File: src/rtl/window_controller.sv
// Register-window controller: validates SAVE/RESTORE against the window invalid mask and updates cwp/wim.
// Optional macro WINDOW_TRAP_COUNT_EN adds a saturating 8-bit trap_count output.
module window_controller (
   input  logic       Clk,
   input  logic       Clr,
   input  logic       req_valid,
   input  logic [1:0] req_op,
   input  logic [3:0] req_data,
   output logic       req_ready,
   output logic       done,
   output logic       trap,
   output logic [1:0] trap_type,
   output logic [1:0] cwp,
   output logic [3:0] wim,
   output logic       rf_busy,
   output logic [1:0] fsm_state
`ifdef WINDOW_TRAP_COUNT_EN
   ,
   output logic [7:0] trap_count
`endif
);

   localparam logic [1:0] OP_SAVE    = 2'b00;
   localparam logic [1:0] OP_RESTORE = 2'b01;
   localparam logic [1:0] OP_WRCWP   = 2'b10;
   localparam logic [1:0] OP_WRWIM   = 2'b11;

   localparam logic [1:0] TT_NONE      = 2'b00;
   localparam logic [1:0] TT_OVERFLOW  = 2'b01;
   localparam logic [1:0] TT_UNDERFLOW = 2'b10;

   typedef enum logic [1:0] {
      IDLE   = 2'd0,
      CHECK  = 2'd1,
      UPDATE = 2'd2,
      TRAP   = 2'd3
   } state_e;

   state_e     state;
   state_e     state_next;
   logic [1:0] op_q;
   logic [3:0] data_q;
   logic [1:0] new_cwp;
   logic       is_shift;
   logic       accept;

   // Handshake: a request transfers on a rising edge where req_valid and
   // req_ready are both high; req_ready is high only in IDLE, and req_op /
   // req_data are captured on that edge so the requester may change them
   // immediately afterwards.
   assign accept    = req_valid & req_ready;
   assign fsm_state = state;

   assign is_shift = (op_q == OP_SAVE) || (op_q == OP_RESTORE);

   always_comb begin
      new_cwp = cwp;
      if (op_q == OP_SAVE) begin
         new_cwp = cwp - 2'd1;
      end else if (op_q == OP_RESTORE) begin
         new_cwp = cwp + 2'd1;
      end
   end

   always_comb begin
      state_next = state;
      req_ready  = 1'b0;
      done       = 1'b0;
      trap       = 1'b0;
      rf_busy    = 1'b1;
      case (state)
         IDLE: begin
            req_ready = 1'b1;
            rf_busy   = 1'b0;
            if (req_valid) begin
               state_next = CHECK;
            end
         end
         CHECK: begin
            if (is_shift && wim[new_cwp]) begin
               state_next = TRAP;
            end else begin
               state_next = UPDATE;
            end
         end
         UPDATE: begin
            done       = 1'b1;
            state_next = IDLE;
         end
         TRAP: begin
            trap       = 1'b1;
            state_next = IDLE;
         end
         default: begin
            state_next = IDLE;
         end
      endcase
   end

   always_ff @(posedge Clk) begin
      if (Clr) begin
         state <= IDLE;
      end else begin
         state <= state_next;
      end
   end

   always_ff @(posedge Clk) begin
      if (Clr) begin
         op_q   <= OP_SAVE;
         data_q <= 4'b0000;
      end else if (accept) begin
         op_q   <= req_op;
         data_q <= req_data;
      end
   end

   // cwp cannot move between CHECK and UPDATE, so new_cwp is still valid here.
   always_ff @(posedge Clk) begin
      if (Clr) begin
         cwp <= 2'b00;
         wim <= 4'b0000;
      end else if (state == UPDATE) begin
         case (op_q)
            OP_SAVE, OP_RESTORE: cwp <= new_cwp;
            OP_WRCWP:            cwp <= data_q[1:0];
            OP_WRWIM:            wim <= data_q;
            default:             cwp <= cwp;
         endcase
      end
   end

   always_ff @(posedge Clk) begin
      if (Clr) begin
         trap_type <= TT_NONE;
      end else if (state == TRAP) begin
         trap_type <= (op_q == OP_SAVE) ? TT_OVERFLOW : TT_UNDERFLOW;
      end
   end

`ifdef WINDOW_TRAP_COUNT_EN
   always_ff @(posedge Clk) begin
      if (Clr) begin
         trap_count <= 8'd0;
      end else if ((state == TRAP) && (trap_count != 8'hFF)) begin
         trap_count <= trap_count + 8'd1;
      end
   end
`endif

endmodule

File: config.mk
export PLATFORM = sky130hd
export DESIGN_NAME = window_controller
export DESIGN_NICKNAME = d
export VERILOG_FILES = /design/src/rtl/window_controller.sv
export SDC_FILE = /design/constraint.sdc
export NUM_CORES = 1
export LEC_CHECK = 0
export ABC_AREA = 1
export ABC_CLOCK_PERIOD_IN_PS = 1100
export CAP_MARGIN = 15
export CORE_MARGIN = 2
export CORE_UTILIZATION = 39
export DETAILED_ROUTE_END_ITERATION = 10
export PLACE_DENSITY = 0.72
export SLEW_MARGIN = 30
export SYNTH_ARGS = -nofsm -noshare
export SYNTH_HDL_FRONTEND = slang
export SYNTH_SLANG_ARGS = --single-unit
File: constraint.sdc
create_clock -name Clk -period 1.1 [get_ports Clk]
set_clock_uncertainty 0.1 [all_clocks]
set_input_delay 0.11 -clock Clk [delete_from_list [all_inputs] [get_ports Clk]]
set_output_delay 0.11 -clock Clk [all_outputs]
set_load 0.05 [all_outputs]
==> results of run 1 <==
-- cells in the final DEF, fill, tap and decap left out --
cell              n
nand2_8           1
buf_12           14
nand2_2          10
clkinvlp_4        1
a31oi_1           2
nor2_1           16
nand2_1           9
buf_4            12
a21oi_1           5
nor3_4            1
inv_1             5
dfxtp_4           5
buf_6            10
nor2_4            2
inv_2             3
nand3_1           5
o21ai_2           7
clkbuf_4          3
o21ai_1           8
nor2_2            2
clkbuf_8          1
a21oi_2           1
dfxtp_1           6
clkdlybuf4s50_1   8
inv_4             4
nand3_2           1
nand4_1           1
dfxtp_2           5
nand2_4           1
-- flip-flops by register name, indices dropped and copies added, names as in the netlist --
register / flops
op_q: 2
fsm_state: 2
wim: 4
cwp: 2
data_q: 4
trap_type: 2
-- tightest hold or removal path, stage by stage --
cell	delay, ns
clkdlybuf4s50_1	0.39
o21ai_1	0.12
a21oi_1	0.04
-- metrics by stage --
step,TNS [ns],setup WS [ns]
floorplan,-2.90,-0.252
global placement,-0.954,-0.0902
detailed placement,-1.34,-0.121
CTS,-1.06,-0.181
global route,-2.17,-0.235
finish,-1.47,-0.199
-- per-layer routing --
layer	share of wire [%]	vias to the layer above	global-route usage, %
met5	0	-	0
met4	2.1	0	5.71
met3	6.7	8	5.88
met2	51	41	38.9
met1	40	401	29.5
li1	-	426	-
-- layout make-up --
| type | instances | area share, % |
|---|---|---|
| Clock buffer | 4 | 2.47 |
| Inverter | 13 | 4.27 |
| Multi-Input combinational cell | 72 | 29.2 |
| Sequential cell | 16 | 23.5 |
| Tap cell | 25 | 2.13 |
| Timing Repair Buffer | 44 | 38.4 |
-- power by group through the flow --
stage / logic [uW] / clock network [uW] / registers (uW)
2_1_floorplan: 193 / 0 / 700
3_3_place_gp: 446 / 0 / 666
3_5_place_dp: 457 / 0 / 667
4_1_cts: 484 / 395 / 662
5_1_grt: 560 / 420 / 674
6_report: 528 / 390 / 670
-- timing repair --
item,CTS,global route
hold buffers,0,0
buffers inserted,4,3
pin swaps,5,5
hold endpoints to repair,0,0
gates resized for setup,26,20
setup endpoints to repair,16,22
-- logic make-up (layout without fill, tap and decap cells) --
| group | Yosys count | count (layout) |
|---|---|---|
| flops | 16 | 16 |
| compound gates | 23 | 23 |
| buf+inv | 14 | 61 |
| simple gates | 49 | 49 |
-- path summary, 6_finish.rpt --
check	endpoint	slack [ns]	cells past startpoint
max	rf_busy	-0.20	3
max reg2reg	fsm_state[0]$_SDFFE_PP0P_	-0.13	8
min	op_q[0]$_SDFFE_PP0P_	0.32	3
min reg2reg	wim[3]$_SDFFE_PP0P_	0.41	2
==> metrics.yaml, run 1 <==
p_per_area_mw_per_mm2: 1080
synth_xor_area_share_pct: 0
die_area_mm2: 0.00216
dp_hpwl_um: 1490
rows: 15
worstHoldPathType: "input port to flop"
p_seq_share_pct: 42.2
gr-total-overflow: 0
cp.required_ns: 0.89
avgRoutedWirePerCell_um: 13.2
grt_max_degree: 11
synthMuxAreaShare_pct: 0
synth_top_area_share_pct: 45.5
cp_slowest_cell: "dfxtp_4"
post_synth_num_cell_types: 16
ys_seq_area_share_pct: 45.5
min_period_ns: 1.30
netlist_top_cells_area: "dfxtp_1, nor2_1, o21ai_0"
htreeDepth: 1
p_comb_share_pct: 33.2
hp-start: "req_op[0]"
die_x_um: 46.5
synth_edf_count: 0
tritoncts: "done"
placed_cell_area_mm2: 0.00127
syn_area_um2: 704
outcome: "finished with violations"
grt_pass1_wl_um: 3510
fin_ws_ns: -0.199
maxSlewHeadroom_pct: 87.0
seqCellArea_um2: 345
dr.pass1.iters: 4
clock_latency_ns: 0.29
intPower_uw: 1070
ys_ff_latch: 16
avgViaCountPerCell: 5.03
failed_checks: "setup timing"
p_sw_uw: 519
drc: 0
cap_violations: 0
cp_max_fo: 6
wirelength_um: 2300
insertedDiodeCount: 0
io_pins: 23
worst_pin_slew_ns: 0.195
report.final.slew_viol_count: 0
clockRootBuffer: "clkbuf_4"
core_area_mm2: 0.00171
grt_usage_pct: 23.2
nets: 159
fillers: 84
drive_gt1_share_pct: 56.4
crit_start: "fsm_state[0]$_SDFFE_PP0P_"
fmax_mhz: 770
setup_viol: 15
cts.sinks: 16
critical_path_class: "flop to output pin"
vias: 876
crit_path_max_incr_delay_ns: 0.40
clk_pin_slew_ns: 0.10
cp-start-kind: "flop"
avgSynthCellArea_um2: 6.91
r2r_start: "cwp[0]$_SDFFE_PP0P_"
antenna_found_initial: 0
end_kind: "output pin"
design_area_mm2: 0.00147
ys_top_cells_by_count: "nor2_1, nand2_1, dfxtp_1, o21ai_0, inv_1"
dpl.cell_count: 166
synth-compound-area-share_pct: 17.2
crit_buf_inv: 2
synth_top_family_by_area: "simple AND/OR/NAND/NOR gates"
synth_most_common_cell: "nor2_1"
rsz0062_at_grt: "true"
clockPowerShare_pct: 24.6
synth.largest_area_cell: "dfxtp_1"
hold_ws_ns: 0.319
grt_pass1_vias: 820
critPathTopFamily: "flip-flops"
synth-simple-area-share_pct: 29.8
cts_made_buffers: 3
synth_warnings: 0
synth_adder_area_share_pct: 0
areaGrowthSynthToFinish_pct: 108
post-route-util_pct: 85.9
multi_input_area_um2: 428
irDropWorstVdd_mv: 0.999
io_buffers: 22
drtIter0Drc: 29
place.gp.congestion: 0.777
finalNonFillerCells: 174
initial_core_util_pct: 41.2
cts_buffer_depth: 2
power_uw: 1590
timing.final.crit_share_pct: 118
finalHoldViolCount: 0
cp_cell_sequence: "nor2_4 > inv_1 > buf_12"
p_sw_share_pct: 32.7
synthCells: 102
synth-main-ff-cell: "dfxtp_1"
synthesis.nets: 111
synthArstFlopShare_pct: 0
drtAntennaViolNets: 0
crit_arrival_ns: 1.09
die_h_um: 46.5
leakage_uw: 0.000616
Note: power is estimated with default switching activity, not from simulation.
==> run 2: changes to the inputs <==
SKIP_CTS_REPAIR_TIMING = 1   (was default)
==> run 2 against run 1 <==
The flow still finishes with violations (setup timing). Non-clock buffer count shrank 1. Sequential power decreased by 0.6%. Combinational power down 5.9%. Largest cell class unchanged. Sequential cell count unchanged. Clock power fell by 1%. Fmax increased by 2.0%. Hold slack worse by 0.0033 ns. Wire length down 7.8%. First-iteration DRC count fell by 21%. Largest power group unchanged. Final cell count fell by 0.57%. Count of clock-buffer cells in the layout did not move. Register-to-register slack better by 0.02 ns.
==> metrics.yaml, run 2 (synthesis results as in run 1) <==
outcome: "finished with violations"
failed_checks: "setup timing"
avgViaCountPerCell: 5.05  # +0.35%
cp.required_ns: 0.89  # about the same
p_sw_share_pct: 31.9  # -0.79 points
cp_slowest_cell: "dfxtp_4"
timing.final.crit_share_pct: 116  # -2.3 points
post-route-util_pct: 82.7  # -3.2 points
htreeDepth: 1  # unchanged
drtAntennaViolNets: 0  # unchanged
clockPowerShare_pct: 24.9  # +0.3 points
top_regs: "data_q (4), wim (4)"
grt_usage_pct: 20.6  # -2.6 points
maxSlewHeadroom_pct: 87.8  # +0.81 points
grt_pass1_wl_um: 3150  # -10%
worst_pin_slew_ns: 0.183  # -0.0122 ns
die_area_mm2: 0.00216  # unchanged
report.final.slew_viol_count: 0  # unchanged
p_seq_share_pct: 43.0  # +0.8 points
p_per_area_mw_per_mm2: 1100  # +1.2%
drive_gt1_share_pct: 52.0  # -4.3 points
insertedDiodeCount: 0  # unchanged
crit_arrival_ns: 1.06  # -0.03 ns
p_comb_share_pct: 32.1  # -1.1 points
p_sw_uw: 494  # -4.8%
intPower_uw: 1050  # -1.3%
worstHoldPathType: "input port to flop"
vias: 874  # -0.23%
tritoncts: "done"
drtIter0Drc: 23  # -21%
cts_buffer_depth: 2  # unchanged
rows: 15  # unchanged
end_kind: "output pin"
antenna_found_initial: 0  # unchanged
leakage_uw: 0.000606  # -1.6%
io_pins: 23  # unchanged
place.gp.congestion: 0.777  # unchanged
rsz0062_at_grt: "true"
drc: 0  # unchanged
nets: 158  # -0.63%
core_area_mm2: 0.00171  # unchanged
clockRootBuffer: "clkbuf_4"
cts.sinks: 16  # unchanged
wirelength_um: 2120  # -7.8%
crit_path_max_incr_delay_ns: 0.38  # -0.02 ns
cp_max_fo: 4  # -2
dp_hpwl_um: 1490  # unchanged
dr.pass1.iters: 4  # unchanged
clk_pin_slew_ns: 0.09  # about the same
areaGrowthSynthToFinish_pct: 101
mostFrequentLayoutCells: "nor2_1, buf_4, buf_12, o21ai_1, nand2_1"
final_common_cell: "nor2_1"
avgRoutedWirePerCell_um: 12.2  # -7.3%
irDropWorstVdd_mv: 0.972  # -2.7%
clock_latency_ns: 0.29  # about the same
cp_cell_sequence: "nor2_4 > buf_6 > buf_12"
min_period_ns: 1.27  # -0.0255 ns
fin_tns_setup_ns: -1.33  # +0.141 ns
cp-start-kind: "flop"
setup_viol: 15  # unchanged
cap_violations: 0  # unchanged
cts_made_buffers: 3  # unchanged
grt_pass1_vias: 812  # -0.98%
finalHoldViolCount: 0  # unchanged
fin_ws_ns: -0.173  # +0.0255 ns
die_x_um: 46.5  # unchanged
grt_max_degree: 11  # unchanged
initial_core_util_pct: 41.2  # unchanged
gr-total-overflow: 0  # unchanged
io_buffers: 22  # unchanged
die_h_um: 46.5  # unchanged
fmax_mhz: 785  # +2.0%
critical_path_class: "flop to output pin"
-- run 2: changes by cell type in the layout (fill, tap and decap cells not counted), moves of 2 or more --
cell	change
buf_6	-4
o21ai_2	-3
o21ai_1	+2
buf_4	+3
inv_4	-3
inv_2	+3
-- run 2: cell type report --
class | instances | area, um^2
fill | 86 | 295
inverter | 13 | 55.1
sequential | 16 | 344
tap | 25 | 31.3
clock buffer | 4 | 36.3
multi-input combinational | 72 | 405
timing repair buffer | 43 | 541
-- run 2: critical path: cells and delay by family (launching register included) --
kind,cells,cell delay [ns]
buf+inv,2,0.24
flops,1,0.38
simple gates,1,0.16
-- run 2: stage by stage --
step / area (um^2) / hold WS (ns) / instances / worst slack (ns) / power (uW)
floorplan: 746 / 0.0633 / 102 / -0.252 / 893
global placement: 1270 / 0.368 / 166 / -0.0902 / 1110
detailed placement: 1270 / 0.388 / 166 / -0.121 / 1120
CTS: 1310 / 0.320 / 170 / -0.232 / 1510
global route: 1410 / 0.326 / 173 / -0.221 / 1620
finish: 1410 / 0.315 / 173 / -0.173 / 1550
-- run 2: layer usage --
metal,global-route usage [%],wire [um],vias up
met5,0,0,-
met4,8.00,40,0
met2,32.8,1070,43
li1,-,-,429
met1,24.9,839,396
met3,7.84,169,6
-- run 2: worst paths after layout --
kind / start / end / slack, ns / cells past startpoint
min reg2reg: trap_type[0]$_SDFFE_PP0N_ / trap_type[0]$_SDFFE_PP0N_ / 0.41 / 2
min: req_op[0] / op_q[0]$_SDFFE_PP0P_ / 0.32 / 3
max: fsm_state[1]$_SDFFE_PP0P_ / req_ready / -0.17 / 3
max reg2reg: cwp[0]$_SDFFE_PP0P_ / cwp[1]$_SDFFE_PP0P_ / -0.11 / 6
-- run 2: power groups by stage --
stage	combinational [uW]	clock, uW	sequential [uW]
finish	497	386	666
global route	531	418	670
CTS	458	395	654
detailed placement	457	0	667
global placement	446	0	666
floorplan	193	0	700
==> run 3: changes to the inputs <==
CORE_MARGIN = default   (was 2)
==> run 3 against run 2 <==
The flow still finishes with violations (setup timing). Clock power is 2% higher. Sequential power is 1% higher. Fmax is 2.7% lower. Design area is 2.1% higher. Final cell count is 0.58% lower. Largest power group unchanged.
==> metrics.yaml, run 3 (synthesis results as in run 1) <==
power_uw: 1590  # +2.8%
critical_path_class: "flop to output pin"
io_buffers: 22  # unchanged
clk_pin_slew_ns: 0.10  # about the same
mostFrequentLayoutCells: "nor2_1, buf_12, buf_4, o21ai_1, nand2_1"
fmax_mhz: 765  # -2.7%
place.gp.congestion: 0.844  # +8.7%
gr-total-overflow: 0  # unchanged
seqCellArea_um2: 345  # +0.36%
initial_core_util_pct: 44.2  # +2.9 points
irDropWorstVdd_mv: 1.10  # +13%
dr.pass1.iters: 4  # unchanged
cp-start-kind: "flop"
avgRoutedWirePerCell_um: 14.1  # +15%
outcome: "finished with violations"
multi_input_area_um2: 424  # +4.6%
vias: 858  # -1.8%
top_regs: "data_q (4), wim (4)"
nets: 158  # unchanged
intPower_uw: 1070  # +1.2%
p_comb_share_pct: 33.1  # +1.0 points
worstHoldPathType: "input port to flop"
clockRootBuffer: "clkbuf_4"
rows: 14  # -1
end_kind: "output pin"
maxSlewHeadroom_pct: 87.1  # -0.63 points
drive_gt1_share_pct: 54.7  # +2.7 points
setup_viol: 13  # -2
wirelength_um: 2420  # +14%
p_per_area_mw_per_mm2: 1100  # +0.71%
htreeDepth: 1  # unchanged
die_area_mm2: 0.00198  # -8.4%
cap_violations: 0  # unchanged
grt_pass1_wl_um: 3130  # -0.67%
p_sw_uw: 526  # +6.5%
fin_ws_ns: -0.208  # -0.0347 ns
avgViaCountPerCell: 4.99  # -1.3%
grt_usage_pct: 21.7  # +1.0 points
die_x_um: 44.5  # -4.3%
clock_latency_ns: 0.28  # about the same
io_pins: 23  # unchanged
rsz0062_at_grt: "true"
cts.sinks: 16  # unchanged
final_common_cell: "nor2_1"
drtIter0Drc: 29  # +26%
failed_checks: "setup timing"
finalHoldViolCount: 0  # unchanged
min_period_ns: 1.31  # +0.0347 ns
core_area_mm2: 0.00159  # -6.7%
timing.final.crit_share_pct: 119  # +3.2 points
finalNonFillerCells: 172  # -0.58%
grt_max_degree: 11  # unchanged
crit_arrival_ns: 1.10  # +0.04 ns
dp_hpwl_um: 1440  # -3.1%
cp_max_fo: 6  # +2
dpl.cell_count: 164  # -1.2%
insertedDiodeCount: 0  # unchanged
grt_pass1_vias: 732  # -9.9%
die_h_um: 44.5  # -4.3%
p_sw_share_pct: 33.0  # +1.1 points
drc: 0  # unchanged
antenna_found_initial: 0  # unchanged
r2r_setup_slack_ns: -0.14  # -0.03 ns
areaGrowthSynthToFinish_pct: 105
p_seq_share_pct: 42.3  # -0.7 points
cts_made_buffers: 3  # unchanged
cp.required_ns: 0.89  # about the same
leakage_uw: 0.000624  # +2.9%
post-route-util_pct: 90.5  # +7.8 points
fillers: 63  # -27%
clockPowerShare_pct: 24.7  # -0.2 points
report.final.slew_viol_count: 0  # unchanged
worst_pin_slew_ns: 0.191  # +0.00766 ns
tritoncts: "done"
cts_buffer_depth: 2  # unchanged
drtAntennaViolNets: 0  # unchanged
## run 3: critical path, stage by stage (launching register included)
cell and delay (ns):
dfxtp_4 0.40, nor2_4 0.17, buf_6 0.12, buf_12 0.12
## run 3: routing by layer
metal	track usage [%]	routed length [um]
met5	0	0
met4	7.27	28
met3	3.67	55
met2	35.3	1260
met1	28.9	1090
## run 3: power groups by stage
stage | Sequential, uW | Combinational (uW) | Clock (uW)
2_1_floorplan | 700 | 193 | 0
3_3_place_gp | 668 | 445 | 0
3_5_place_dp | 669 | 453 | 0
4_1_cts | 655 | 457 | 395
5_1_grt | 679 | 554 | 424
6_report | 673 | 527 | 393
## run 3: area by class of cell
class | count | share of cell area [%]
Timing Repair Buffer | 43 | 37.7
Clock buffer | 4 | 2.52
Sequential cell | 16 | 23.9
Multi-Input combinational cell | 72 | 29.4
Tap cell | 24 | 2.08
Inverter | 13 | 4.34
## run 3: worst paths after layout
path | startpoint | end | depth (start not counted)
min | req_data[2] | data_q[2]$_SDFFE_PP0P_ | 3
max | fsm_state[0]$_SDFFE_PP0P_ | req_ready | 3
max reg2reg | op_q[1]$_SDFFE_PP0P_ | cwp[1]$_SDFFE_PP0P_ | 6
min reg2reg | trap_type[0]$_SDFFE_PP0N_ | trap_type[0]$_SDFFE_PP0N_ | 2
## run 3: per-stage QoR
stage	hold slack [ns]	worst slack (ns)	area, um^2	TNS, ns
after floorplan	0.0633	-0.252	746	-2.90
after global placement	0.364	-0.0855	1260	-0.934
after detailed placement	0.377	-0.135	1260	-1.10
after CTS	0.331	-0.257	1300	-1.55
after global routing	0.332	-0.249	1440	-2.32
final	0.326	-0.208	1440	-1.47
